**config.mk**
```make
export PLATFORM = sky130hd
export DESIGN_NAME = hier_pipe_chain
export DESIGN_NICKNAME = d
export VERILOG_FILES = /design/src/rtl/hier_pipe_chain.sv
export SDC_FILE = /design/constraint.sdc
export NUM_CORES = 1
export LEC_CHECK = 0
export CAP_MARGIN = 40
export CORE_MARGIN = 8
export CORE_UTILIZATION = 46
export DETAILED_ROUTE_END_ITERATION = 16
export MAX_ROUTING_LAYER = met4
export PLACE_DENSITY = 0.86
export SYNTH_ARGS = -nofsm -noshare
export SYNTH_HDL_FRONTEND = slang
export SYNTH_HIERARCHICAL = 1
export SYNTH_SLANG_ARGS = --single-unit
```
**constraint.sdc**
```tcl
create_clock -name clk -period 3.2 [get_ports clk]
set_input_delay 0.8 -clock clk [delete_from_list [all_inputs] [get_ports clk]]
set_output_delay 0.8 -clock clk [all_outputs]
set_load 0.1 [all_outputs]
```
**src/rtl/hier_pipe_chain.sv**
```systemverilog
// Elastic valid/ready pipeline of DEPTH register stages (u_stg[0] is the input end).
// Define HIER_PIPE_REVERSE_EN to bit-reverse out_data; stage contents are never reversed.

module hier_pipe_stage #(
  parameter int unsigned WIDTH = 4
) (
  input  logic             clk,
  input  logic             rst,
  input  logic             flush,
  input  logic             up_valid,
  input  logic [WIDTH-1:0] up_data,
  input  logic             down_ready,
  output logic             valid,
  output logic [WIDTH-1:0] data
);

  logic             v;
  logic [WIDTH-1:0] d;
  logic             ready;

  assign ready = !v || down_ready;
  assign valid = v;
  assign data  = d;

  always_ff @(posedge clk) begin
    if (rst || flush) begin
      v <= 1'b0;
    end else if (ready) begin
      v <= up_valid;
    end
  end

  // Payload carries no reset; it is only meaningful while v is set.
  always_ff @(posedge clk) begin
    if (ready) begin
      d <= up_data;
    end
  end

endmodule

module hier_pipe_chain #(
  parameter int unsigned WIDTH = 4,
  parameter int unsigned DEPTH = 3,
  parameter int unsigned CNT_W = 3
) (
  input  logic             clk,
  input  logic             rst,
  input  logic             flush,
  input  logic             in_valid,
  input  logic [WIDTH-1:0] in_data,
  output logic             in_ready,
  output logic             out_valid,
  output logic [WIDTH-1:0] out_data,
  input  logic             out_ready,
  output logic [CNT_W-1:0] count
);

  localparam int unsigned DW = DEPTH * WIDTH;

  logic [DEPTH-1:0] stg_up_valid;
  logic [DEPTH-1:0] stg_down_ready;
  logic [DEPTH-1:0] stg_valid;
  logic [DW-1:0]    stg_up_data;
  logic [DW-1:0]    stg_data;
  logic             head_ready;
  logic [WIDTH-1:0] tail_d;
  logic             accept;
  logic             emit;
  logic [CNT_W-1:0] count_q;
  logic [CNT_W-1:0] count_d;

  // Stage k is fed by stage k-1; stage 0 is fed by the input port.
  assign stg_up_valid = (stg_valid << 1) | DEPTH'(in_valid);
  assign stg_up_data  = (stg_data << WIDTH) | DW'(in_data);

  // Ready seen by stage k: out_ready, or any empty stage further down the chain.
  // Computed from the v registers directly so no combinational loop through the stages.
  always_comb begin
    logic r;
    stg_down_ready = '0;
    r = out_ready;
    for (int k = int'(DEPTH) - 1; k >= 0; k--) begin
      stg_down_ready[k] = r;
      r = r || !stg_valid[k];
    end
    head_ready = r;
  end

  hier_pipe_stage #(
    .WIDTH(WIDTH)
  ) u_stg [DEPTH-1:0] (
    .clk       (clk),
    .rst       (rst),
    .flush     (flush),
    .up_valid  (stg_up_valid),
    .up_data   (stg_up_data),
    .down_ready(stg_down_ready),
    .valid     (stg_valid),
    .data      (stg_data)
  );

  assign tail_d    = stg_data[(DEPTH-1)*WIDTH +: WIDTH];
  assign in_ready  = head_ready && !flush;
  assign out_valid = stg_valid[DEPTH-1];

`ifdef HIER_PIPE_REVERSE_EN
  for (genvar i = 0; i < int'(WIDTH); i++) begin : g_rev
    assign out_data[i] = tail_d[WIDTH-1-i];
  end
`else
  assign out_data = tail_d;
`endif

  assign accept = in_valid && in_ready;
  assign emit   = out_valid && out_ready;

  // Occupancy tracks the v bits edge for edge.
  always_comb begin
    count_d = count_q;
    if (flush) begin
      count_d = '0;
    end else begin
      count_d = count_q + CNT_W'(accept) - CNT_W'(emit);
    end
  end

  always_ff @(posedge clk) begin
    if (rst) begin
      count_q <= '0;
    end else begin
      count_q <= count_d;
    end
  end

  assign count = count_q;

endmodule

```
==> flow_metrics.py <==
metrics = {
    "drt": {
        "wl_met1_um": 484,
        "routed_wl_um": 1210,
        "vias": 398,
        "vias_per_cell": 4.85,
        "wl_met3_um": 82,
        "route.detailed.drc": 0,
        "routed-wl-met2_um": 587,
        "first_pass_iters": 2,
        "ant_nets": 0,
        "wl_per_cell_um": 14.7,
        "highest_layer": "met4",
        "drt-initial-drc-count": 3,
    },
    "timing": {
        "fin_ws_ns": 0.280,
        "maxSlewHeadroom": 0.784,
        "fin_skew_ns": 0.00770,
        "tightest_slew_ns": 0.322,
        "fin_tns_setup_ns": 0,
        "finalCritPeriodShare": 0.913,
        "timing.final.crit_period_ns": 2.92,
        "rsz0062_at_grt": "no",
        "finalHoldViolations": 0,
        "setup_viol": 0,
        "clock.fmax_ghz": 0.342,
        "hold-worst-slack_ns": 0.426,
        "finalMaxSlewViolations": 0,
    },
    "clock_tree": {
        "cts_root_buffer": "clkbuf_4",
        "numCtsBuffers": 3,
        "ctsHoldBuffers": 0,
        "cts_tree": "built",
        "postCtsSetupRepairBufs": 0,
        "cts_sinks": 18,
        "cts_htree_levels": 1,
        "clk_pin_slew_ns": 0.10,
        "cts.path.max_buffers": 2,
        "clkLatencyLatePin_ns": 0.30,
        "ctsResizeCount": 0,
    },
    "setup_path": {
        "required_ns": 3.44,
        "arrival_ns": 3.16,
        "worstSetupStartpointType": "primary input",
        "max_stage_delay_ns": 0.54,
        "critPathSlowestCell": "clkdlybuf4s50_1",
        "cp_max_fo": 4,
        "cpMostUsedCell": "ha_1",
        "crit_chain": "clkdlybuf4s50_1 -> nor2b_4 -> a311o_1 -> ha_1 -> inv_1 -> ha_1 -> fa_1 -> xor3_1 -> nor3_2",
        "worstSetupPathType": "in2reg",
        "cp_num_buf_inv": 2,
        "cp-end-kind": "register",
        "path_delay_family": "adder cells",
    },
    "cells_and_area": {
        "diodes": 0,
        "final_nets": 79,
        "layout_common_cells": "12 x edfxtp_1, 9 x buf_4, 8 x inv_1, 8 x clkdlybuf4s50_1, 6 x dfxtp_1",
        "multi_input_area_um2": 219,
        "seqCellArea_um2": 480,
        "final_util": 0.634,
        "areaGrowthSynthToFinish_pct": 30.4,
        "drive_above_1_share": 0.333,
        "final_common_cell": "edfxtp_1",
        "fill_cells": 116,
    },
    "pwr": {
        "p_leak_uw": 0.000388,
        "power.total_uw": 438,
        "pwr_density_cell_mw_per_mm2": 464,
        "peakVddDrop_uv": 297,
    },
    "placement": {
        "finalWeightedCongestion": 0.757,
        "dp_hpwl_um": 909,
        "port_buffers": 17,
        "place_ws_ns": -0.0414,
    },
    "die": {
        "start_util": 0.486,
        "row_count": 14,
        "die_area_mm2": 0.00310,
        "ios": 18,
        "die_h_um": 55.7,
        "core-area_mm2": 0.00149,
        "dieWidth_um": 55.7,
    },
    "global_route": {
        "grt.overflow.total": 0,
        "antenna_found_initial": 0,
        "grt_pass1_wl_um": 2040,
        "grt_pass1_vias": 466,
        "grt_max_degree": 11,
        "grt_use_total": 0.0884,
    },
    "logic_synthesis": {
        "avgSynthCellArea_um2": 16.4,
        "syn-instance-count": 44,
        "syn_area_um2": 723,
        "ys_seq_area_frac": 0.664,
        "synth_cell_type_count": 15,
        "synth_seq_cells": 18,
        "synth.net_count": 56,
        "synth_warnings": 6,
    },
    "worst_hold_path": {
        "hp-class": "reg2reg",
    },
    "status": {
        "outcome": "complete, no violations",
    },
    "flow_run": {
        "drv_cap": 0,
    },
}
==> per-layer routing <==
metal | up-vias | track usage
met5 | - | -
met4 | 0 | 0.0845
met3 | 5 | 0.0205
met2 | 16 | 0.144
met1 | 178 | 0.0829
li1 | 199 | -
==> registers in the layout, summed over array words and instances, names as in the netlist <==
name	count
u_stg/data	12
count	3
u_stg/valid	3
==> Yosys cell counts <==
cell type,number,area (um^2)
a211oi_2,3,37.5
a311o_1,1,10.0
a31oi_1,1,6.26
and2_1,1,6.26
dfxtp_1,6,120
edfxtp_1,12,360
fa_1,1,20.0
ha_1,2,25.0
inv_1,8,30.0
nand2_1,1,3.75
nand2b_4,3,41.3
nor2b_4,1,13.8
nor3_2,1,10.0
nor3b_1,2,15.0
xor3_1,1,23.8
==> where the power goes <==
part           switching [uW]  internal [uW]  total [uW]
registers                3.76            257         261
logic                    41.7           20.6        62.3
clock network            69.2           45.5         115
total                     115            323         438
==> area by class of cell <==
type | count | share of cell area
timing repair buffer | 18 | 0.178
clock inverter | 1 | 0.00398
clock buffer | 3 | 0.0239
sequential | 18 | 0.509
tap | 16 | 0.0212
multi-input combinational | 18 | 0.232
inverter | 8 | 0.0318
==> stage by stage <==
| step | instances | cell area [um^2] |
|---|---|---|
| 5_1_grt | 82 | 943 |
| 4_1_cts | 82 | 943 |
| 6_report | 82 | 943 |
| 2_1_floorplan | 44 | 729 |
| 3_5_place_dp | 78 | 917 |
| 3_3_place_gp | 78 | 917 |
==> kinds of logic after synthesis <==
kind of cell | synth area share
DFF | 0.664
xor gates and xnor gates | 0.0329
adders and majority gates | 0.0623
AOI/OAI and AO/OA | 0.0744
buffers and inverters | 0.0415
and+or+nand+nor | 0.125
==> path summary, 6_finish.rpt <==
path	slack, ns	start	cells after the start	endpoint
max	0.28	out_ready	9	count[2]
min	0.43	u_stg[1]/data[0]	0	u_stg[2]/data[0]
max reg2reg	0.88	u_stg[2]/valid	8	count[2]
min reg2reg	0.43	u_stg[1]/data[0]	0	u_stg[2]/data[0]
No activity file was read; power rests on OpenSTA's default activity.
